<file path="src/rtl/mux_rr_scheduler.sv">
// Round-robin scheduler owning the select of a shared 16:1 bit mux.
// Picks a pending requester, captures its data bit, and hands it off over valid/ready.
module mux_rr_scheduler #(
   parameter int N  = 16,
   parameter int SW = 4
) (
   input  logic          clk,
   input  logic          rst,
   input  logic [N-1:0]  req,
   input  logic [N-1:0]  data,
   input  logic          out_ready,
   output logic [SW-1:0] sel,
   output logic          out_valid,
   output logic          out_data,
   output logic [N-1:0]  gnt,
   output logic          busy
);

   localparam logic [0:0] IDLE  = 1'b0;
   localparam logic [0:0] VALID = 1'b1;

   logic [0:0]    state;
   logic [SW-1:0] ptr;
   logic [N-1:0]  sel_oh;
   logic          xfer;
   logic [SW-1:0] start;
   logic [N-1:0]  cand;
   logic [SW-1:0] win;
   logic [SW-1:0] idx;
   logic          found;

   assign out_valid = (state == VALID);
   assign busy      = out_valid;
   assign sel_oh    = N'(1) << sel;
   assign xfer      = out_valid & out_ready;
   assign gnt       = xfer ? sel_oh : '0;

   // On a handshake the winner is masked and the search starts just past it.
   always_comb begin
      start = out_valid ? sel + SW'(1) : ptr;
      cand  = out_valid ? (req & ~sel_oh) : req;
      win   = '0;
      idx   = '0;
      found = 1'b0;
      for (int k = 0; k < N; k++) begin
         idx = start + SW'(k);
         if (!found && cand[idx]) begin
            win   = idx;
            found = 1'b1;
         end
      end
   end

   always_ff @(posedge clk or posedge rst) begin
      if (rst) begin
         state    <= IDLE;
         ptr      <= '0;
         sel      <= '0;
         out_data <= 1'b0;
      end else begin
         unique case (state)
            IDLE: begin
               if (found) begin
                  sel      <= win;
                  out_data <= data[win];
                  state    <= VALID;
               end
            end
            VALID: begin
               if (out_ready) begin
                  ptr <= sel + SW'(1);
                  if (found) begin
                     sel      <= win;
                     out_data <= data[win];
                  end else begin
                     state <= IDLE;
                  end
               end
            end
            default: state <= IDLE;
         endcase
      end
   end

endmodule

</file>
<file path="config.mk">
export PLATFORM = sky130hd
export DESIGN_NAME = mux_rr_scheduler
export DESIGN_NICKNAME = d
export VERILOG_FILES = /design/src/rtl/mux_rr_scheduler.sv
export SDC_FILE = /design/constraint.sdc
export NUM_CORES = 1
export LEC_CHECK = 0
export ABC_AREA = 1
export CAP_MARGIN = 20
export CORE_UTILIZATION = 59
export DETAILED_ROUTE_END_ITERATION = 12
export PLACE_DENSITY = 0.89
export SLEW_MARGIN = 20
export SYNTH_ARGS = -nofsm -noshare
export SYNTH_HDL_FRONTEND = slang
export SYNTH_SLANG_ARGS = --single-unit
</file>
<file path="constraint.sdc">
create_clock -name clk -period 6 [get_ports clk]
set_input_delay 0.6 -clock clk [delete_from_list [all_inputs] [get_ports clk]]
set_output_delay 0.6 -clock clk [all_outputs]
set_load 0.02 [all_outputs]
</file>
-- Yosys cells after proc, flatten, opt, wreduce, memory -nomap -nowiden
Index checks and enable logic that the tools add are counted.
- register bits after elaboration: 10
- input bits: 35
- output and inout bits: 23
- add/subtract/negate cells: 16
- $lt $le $gt $ge: 17
- eq/ne operators: 1
- shift operators: 1
- mux-type cells: 78
- bitwise gates (word level): 4
- reductions and logical operators: 31
- operator list (operator ; count):
    $lt A4 B5 Y1 const B ; 17
    $mux W4 ; 19
    $bmux W1 S4 ; 17
    $mux W1 ; 37
    $add A4 B4 Y4 const B ; 8
    $mux W16 ; 2
    $add A4 B3 Y4 const B ; 4
    $and A16 B16 Y16 ; 1
    $not A16 Y16 ; 1
    $shl A1 B4 Y16 const A ; 1
    $logic_and A1 B1 Y1 ; 15
    $logic_not A1 Y1 ; 15
    $add A4 B1 Y4 const B ; 2
    $add A4 B2 Y4 const B ; 2
    $pmux W4 S2 ; 1
    $pmux W1 S2 ; 2
    $ne A2 B2 Y1 const B ; 1
    $reduce_and A2 Y1 ; 1
    $and A1 B1 Y1 ; 1
    $not A1 Y1 ; 1

-- Depth between registers and ports, before layout
Gate-level depths: netlist of run 1.
- word-level depth: 57
- mapped depth: 36

-- Least setup slack after synthesis of run 1
No wires, ideal clock.
- kind: register -> register
- start: reg sel[0]
- end: reg out_data
- library setup time: 0.124 ns
- arrival: 4.055 ns
- slack: 1.821 ns
- cell stages (with the launch flop): 29
- buffers on the path: 2
- clock period less this slack: 4.179 ns
- cells stage by stage: dfrtp_1 > inv_1 > ha_1 > nand2_1 > o21ai_2 > inv_1 > buf_2 > ha_1 > inv_1 > clkbuf_1 > nand3_1 > nand3_1 > nand3_1 > nand2_2 > nand4_2 > nor2_4 > nand4_1 > nor2_1 > nand4_2 > nor2_4 > nand3_2 > o21ai_1 > nor2_1 > nor2_2 > nand2_1 > nand3_1 > nand2_1 > nand2_1 > nand3_1
- cells in the longest elaborated chain, start to end: 57
- ends and longest elaborated chain (what ; RTL line ; source):
    start, declared ; 12 ; output logic [SW-1:0] sel,
    start signal, assigned ; 64 ; sel <= win;
    start signal, assigned ; 73 ; sel <= win;
    parallel branches: the longest is 54 deep, another holds $add A4 B1 Y4 ; -- ;
    $mux W1 (*) ; 63, 72 ;
    $mux W1 ; 70 ; if (out_ready) begin
    $pmux W1 S2 (*) ; 61 ; unique case (state)
    end signal, assigned ; 65 ; out_data <= data[win];
    end signal, assigned ; 74 ; out_data <= data[win];
    end, declared ; 14 ; output logic out_data,
Mark *: on every way between the ends. The select of a mux whose other input is x is not followed.
A chain may end at the register's enable or synchronous reset.

-- Final worst setup path of run 1
- start: reg state (netlist: busy)
- end: reg out_data
- cells in the longest elaborated chain, start to end: 54
- ends and longest elaborated chain (what ; RTL line ; source):
    start, declared ; 22 ; logic [0:0] state;
    start signal, assigned ; 56 ; state <= IDLE;
    start signal, assigned ; 66 ; state <= VALID;
    start signal, assigned ; 76 ; state <= IDLE;
    parallel branches: the longest is 54 deep, another holds $add A4 B1 Y4 ; -- ;
Parallel ways; which one is timed is not known. The select of a mux whose other input is x is not followed.

==> results of run 1 <==
[flip-flops by register name, indices dropped and copies added (netlist names)]
signal,cells
busy,1
out_data,1
ptr,4
sel,4
[layer usage]
metal / routed length (um) / share of wire [%]
met5: 0 / 0
met3: 959 / 9.1
met2: 4750 / 45
met1: 4510 / 43
met4: 273 / 2.6
[per-stage QoR]
| step | instance area, um2 | cells | worst slack (ns) | hold slack, ns | util (%) |
|---|---|---|---|---|---|
| after floorplan | 3160 | 553 | 1.82 | 0.440 | - |
| after global placement | 3700 | 664 | 1.25 | 0.488 | 71.9 |
| after detailed placement | 3700 | 664 | 1.18 | 0.490 | 71.9 |
| after CTS | 3750 | 668 | 1.16 | 0.503 | 73.0 |
| after global routing | 3750 | 668 | 0.543 | 0.567 | 73.0 |
| final | 3750 | 668 | 0.977 | 0.504 | 73.0 |
[layout make-up]
type                            instances  share of cell area [%]
Clock buffer                            4                    1.47
Inverter                               66                    6.60
Multi-Input combinational cell        458                    67.1
Sequential cell                        10                    6.67
Tap cell                               70                    2.33
Timing Repair Buffer                   60                    15.8
[kinds of logic after synthesis]
kind of cell,share of synthesized area [%]
AO/OA/AOI/OAI,7.97
XOR/XNOR,2.97
adder cells (fa/ha/maj),5.15
buffers and inverters,12.3
flip-flops,7.93
AND/OR/NAND/NOR,63.7
[final timing paths]
path | from | slack [ns] | to | cells past startpoint
worst min-delay path | out_data | 0.50 | out_data | 2
min in group asynchronous | rst | 0.65 | ptr[2] | 2
worst min register to register | out_data | 0.50 | out_data | 2
worst max register to register | busy | 0.98 | out_data | 25
worst max-delay path | busy | 0.98 | out_data | 25
max in group asynchronous | rst | 5.08 | ptr[1] | 2
[cell usage after synthesis (4+ instances only)]
| master | instances | area share [%] |
|---|---|---|
| o21ai_0 | 26 | 4.1 |
| dfrtp_1 | 10 | 7.9 |
| nor2_1 | 41 | 4.9 |
| ha_1 | 13 | 5.2 |
| nor3_1 | 10 | 1.6 |
| clkbuf_1 | 4 | 0.48 |
| inv_2 | 10 | 1.2 |
| buf_6 | 6 | 2.1 |
| nand4_1 | 11 | 2.2 |
| nand3_1 | 127 | 20 |
| nand2_1 | 152 | 18 |
| nor4_1 | 6 | 1.2 |
| nor2_4 | 5 | 1.8 |
| nand2_4 | 6 | 2.1 |
| nand2_2 | 8 | 1.6 |
| nand3_2 | 15 | 4.8 |
| inv_1 | 55 | 6.5 |
| buf_2 | 5 | 0.79 |
| a21oi_1 | 6 | 0.95 |
[tightest hold or removal path, delay by kind of cell (launching register included)]
family | cells | cell delay [ns]
flip-flops | 1 | 0.35
AND/OR/NAND/NOR | 2 | 0.13
==> summary.md, run 1 <==
| Metric | Value |
|---|---|
| Wire length of the first global-routing pass | `16.0 mm` |
| PortBufs | `57` |
| Hold_buf cts | `0` |
| Initial antenna violation count | `0` |
| Maximum fanout count along the critical path | `20` |
| Synthesized instance count | `553` |
| Seq cells post-synth | `10` |
| Area growth from synthesis to final layout | `18.8%` |
| Ant. Diodes | `0` |
| CTS H-Tree Depth | `1` |
| Startpoint type of the worst setup path | `flop` |
| Starting density of the core | `between 60% and 70%` |
| Async set or reset register ratio after synthesis | `100%` |
| Worst skew pair latency | `0.23 ns` |
| Length of the first detailed-routing pass in iterations | `6` |
| Final weighted congestion in routability-driven placement | `about 1` |
| Post-CTS setup buffers | `0` |
| Yosys warning count | `0` |
| Hold Path Class | `flop to flop` |
| Top-Level Pins | `58` |
| Largest delay share family, worst path | `simple AND/OR/NAND/NOR gates` |
| Vertical die dimension | `75.1 um` |
| DRT iter0 DRCs | `about 520` |
| Worst stage delay on the critical path | `0.85 ns` |
| Commonest cells after routing, fill and taps aside | `nand2_1, nand3_1, clkdlybuf4s50_1` |
| Maximum clock skew at final layout | `0.000570 ns` |
| Buffer and inverter count on the worst path | `3` |
| # rows | `26` |
| Fill cell instance count of the final layout | `483` |
| Post-synthesis average cell area | `5.71 um2` |
| Number of buffers added by the clock tree synthesis step | `3` |
| Fraction of the yosys area taken by sequential cells | `7.93%` |
| Run status | `complete, no violations` |
| Die Width | `75.1 um` |
| Mapped cell area | `~0.0032 mm2` |
| Detailed-route wire length | `10.5 mm` |
| EDFF count, synth | `0` |
| Final hold violation count | `0` |
| Largest buffer count on any clock path | `2` |
| CORE AREA | `0.00514 mm2` |
| Global Route met2 Usage | `63.0%` |
| Number of pins with negative max-slew slack in the final report | `0` |
| Sum of negative setup slack | `0 ns` |
| Met3 usage in global routing | `under 10%` |
| Top FF cell, synth | `dfrtp_1` |
| Most crowded layer after global routing | `met2` |
| Normalized max-slew margin | `31.5%` |
| PostCTS Resize Cnt | `0` |
| Largest net degree at the start of global routing | `25` |
| Crit share post-route | `a little over four fifths` |
| Type of element capturing the critical path | `flop` |
| Clock tree from TritonCTS | `yes` |
| Area of the multi-input gates | `0.00252 mm2` |
| Worst Tran Pin Value | `1.02 ns` |
| Fmax achieved | `199 MHz` |
| Global-route track usage on met1 | `50.3%` |
| Kind of critical path | `flop to flop` |
| Drt drc | `0` |
| Most common cell after layout, fill and taps aside | `nand2_1` |
| Share of cells above drive strength 1 | `11.7%` |
| Required time of the critical path | `6.12 ns` |
| Final ANT Viol Nets | `0` |
| Number of global-route vias before repair | `3513` |
| RSZ-0062 raised after global routing | `false` |
| Number of maximum-capacitance violations | `0` |
| CTS root buffer | `clkbuf_8` |
| Distinct cell type count after synthesis | `40` |
| Cell with the largest stage delay on the worst path | `o21ai_2` |
| Time the worst path needs with I/O delays and setup | `5.02 ns` |
| Die area | `around 0.0056 mm2` |
| Synthesized netlist net count | `601` |
| Via/cell ratio | `6.01` |
| Clock slew at reported path FFs | `0.05 ns` |
| Final global-route overflow total | `0` |
| TritonCTS sink count | `10` |
| Number of nets in the finished design | `647` |
| GR Util All Layers | `37.2%` |
| Post-detailed-route wirelength per cell | `roughly 16 um` |
| Register cell area after layout | `250 um2` |
| Total via count in the routed design | `between 4k and 5k` |
| Post-DP HPWL | `between 8 and 9 mm` |
| Setup violations, final | `0` |
| Endpoint arrival time on the critical path | `5.14 ns` |
Power of run 1 is not shown: default switching activity piles up to over one toggle a cycle in this logic, so the estimate is an artifact.
==> run 2, diff against run 1 <==
- CORE_UTILIZATION: 59 -> 49
- PLACE_DENSITY: 0.89 -> 0.78
- clock period: 6 -> 4.35 ns (I/O delays scaled with it)
==> run 2 against run 1 <==
Net effect:
- critical path depth is 1 higher
- count of clock-buffer cells in the layout unchanged
- global-route usage down 4.7 points
- highest routed layer unchanged
- critical endpoint unchanged
==> summary.md, run 2 (synthesis results as in run 1) <==
| Metric | Value |
|---|---|
| Worst path most repeated cell | `nand3_1` |
| Maximum fanout count along the critical path | `12` |
| Area growth from synthesis to final layout | `27.3%` |
| Number of buffers added by the clock tree synthesis step | `3` |
| Initial antenna violation count | `0` |
| Die Width | `82.3 um` |
| Total via count in the routed design | `~4.0k` |
| Final hold violation count | `0` |
| Type of element capturing the critical path | `flop` |
| Die area | `slightly below 0.007 mm2` |
| Number of global-route vias before repair | `3464` |
| Final ANT Viol Nets | `0` |
| Worst stage delay on the critical path | `0.43 ns` |
| Largest delay share family, worst path | `simple AND/OR/NAND/NOR gates` |
| Top-Level Pins | `58` |
| CTS root buffer | `clkbuf_8` |
| TritonCTS sink count | `10` |
| Wire length of the first global-routing pass | `16.6 mm` |
| Detailed-route wire length | `11.0 mm` |
| Final Cell Area | `just over 0.004 mm2` |
| Share of cells above drive strength 1 | `17.1%` |
| Largest net degree at the start of global routing | `25` |
| Time the worst path needs with I/O delays and setup | `4.11 ns` |
| Sum of negative setup slack | `0 ns` |
| Run status | `complete, no violations` |
| Number of maximum-capacitance violations | `0` |
| Critical path depth | `26` |
| Number of nets in the finished design | `668` |
| Fill cell instance count of the final layout | `586` |
| Endpoint arrival time on the critical path | `4.22 ns` |
| Drt drc | `0` |
| Length of the first detailed-routing pass in iterations | `7` |
| Post-detailed-placement cell area | `0.00381 mm2` |
| Clock tree from TritonCTS | `yes` |
| Number of pins with negative max-slew slack in the final report | `0` |
| Maximum clock skew at final layout | `0.00133 ns` |
| Count of non-filler cells in the finished layout | `about 690` |
| CORE AREA | `0.00606 mm2` |
| Via/cell ratio | `slightly below 6` |
| Startpoint type of the worst setup path | `flop` |
| Ant. Diodes | `0` |
| Largest buffer count on any clock path | `2` |
| Largest registers ranked by flip-flop count | `ptr x4, sel x4` |
| Setup slack of the critical path after layout | `0.242 ns` |
| Worst Tran Pin Value | `0.680 ns` |
| Worst skew pair latency | `around 0.23 ns` |
| GR Util All Layers | `roughly a third` |
| Area of the multi-input gates | `between 0.002 and 0.003 mm2` |
| Fmax achieved | `243 MHz` |
| Most common cell after layout, fill and taps aside | `nand2_1` |
| Normalized max-slew margin | `54.6%` |
| # rows | `28` |
| Post-Place Cells | `just under 700` |
| Starting density of the core | `approximately 52%` |
| Vertical die dimension | `82.3 um` |
| Setup violations, final | `0` |
| Final weighted congestion in routability-driven placement | `just over 1` |
| PortBufs | `between 50 and 60` |
| Crit share post-route | `94.4%` |
| Commonest cells after routing, fill and taps aside | `nand2_1, nand3_1, clkdlybuf4s50_1` |
| Post-DP HPWL | `8.60 mm` |
| Placement Setup Slack | `~0.14 ns` |
| DRT iter0 DRCs | `390` |
| Post-detailed-route wirelength per cell | `roughly 16 um` |
| Cell with the largest stage delay on the worst path | `dfrtp_2` |
| Final global-route overflow total | `0` |
| Kind of critical path | `flop to flop` |
| Buffer and inverter count on the worst path | `3` |
| Required time of the critical path | `4.47 ns` |
| CTS H-Tree Depth | `1` |
| Clock slew at reported path FFs | `around 0.050 ns` |
| Hold Path Class | `primary input to async pin` |
| Register cell area after layout | `254 um2` |
| Worst reg-to-reg path cell count | `26` |
-- run 2: changes by cell type in the layout (fill, tap and decap cells not counted), sizes merged --
cell	before	now
buf	3	24
-- run 2: layout make-up --
class / instances / share of cell area (%)
Tap cell: 75 / 2.33
Timing Repair Buffer: 81 / 19.0
Inverter: 66 / 6.16
Clock buffer: 4 / 1.37
Sequential cell: 10 / 6.32
Multi-Input combinational cell: 458 / 64.9
-- run 2: worst paths after layout --
kind	from	to	slack, ns
max in group asynchronous	rst	busy	3.55
worst min-delay path	rst	ptr[0]	0.49
worst max register to register	sel[0]	out_data	0.24
worst max-delay path	sel[0]	out_data	0.24
worst min register to register	ptr[3]	ptr[3]	0.51
min in group clk	ptr[3]	ptr[3]	0.51
-- run 2: routing by layer --
| layer | GRT usage [%] | vias to the layer above | wire length (um) |
|---|---|---|---|
| met4 | 10.4 | 0 | 243 |
| met5 | 0 | - | 0 |
| li1 | - | 1966 | - |
| met2 | 53.5 | 234 | 5040 |
| met1 | 44.7 | 1780 | 4770 |
| met3 | 2.64 | 24 | 992 |
-- run 2: timing repair --
| item | in CTS | in global routing |
|---|---|---|
| hold endpoints to repair | 0 | 0 |
| hold buffers | 0 | 0 |
| setup buffers | 0 | 7 |
| setup endpoints to repair | 0 | 5 |
| resized for setup | 0 | 26 |
-- run 2: per-stage QoR --
stage | utilization (%) | hold WS, ns
4_1_cts | 63.7 | 0.495
2_1_floorplan | - | 0.275
5_1_grt | 66.3 | 0.534
6_report | 66.3 | 0.489
3_5_place_dp | 62.8 | 0.495
3_3_place_gp | 62.8 | 0.492
Power of run 2 is left out for the same reason.
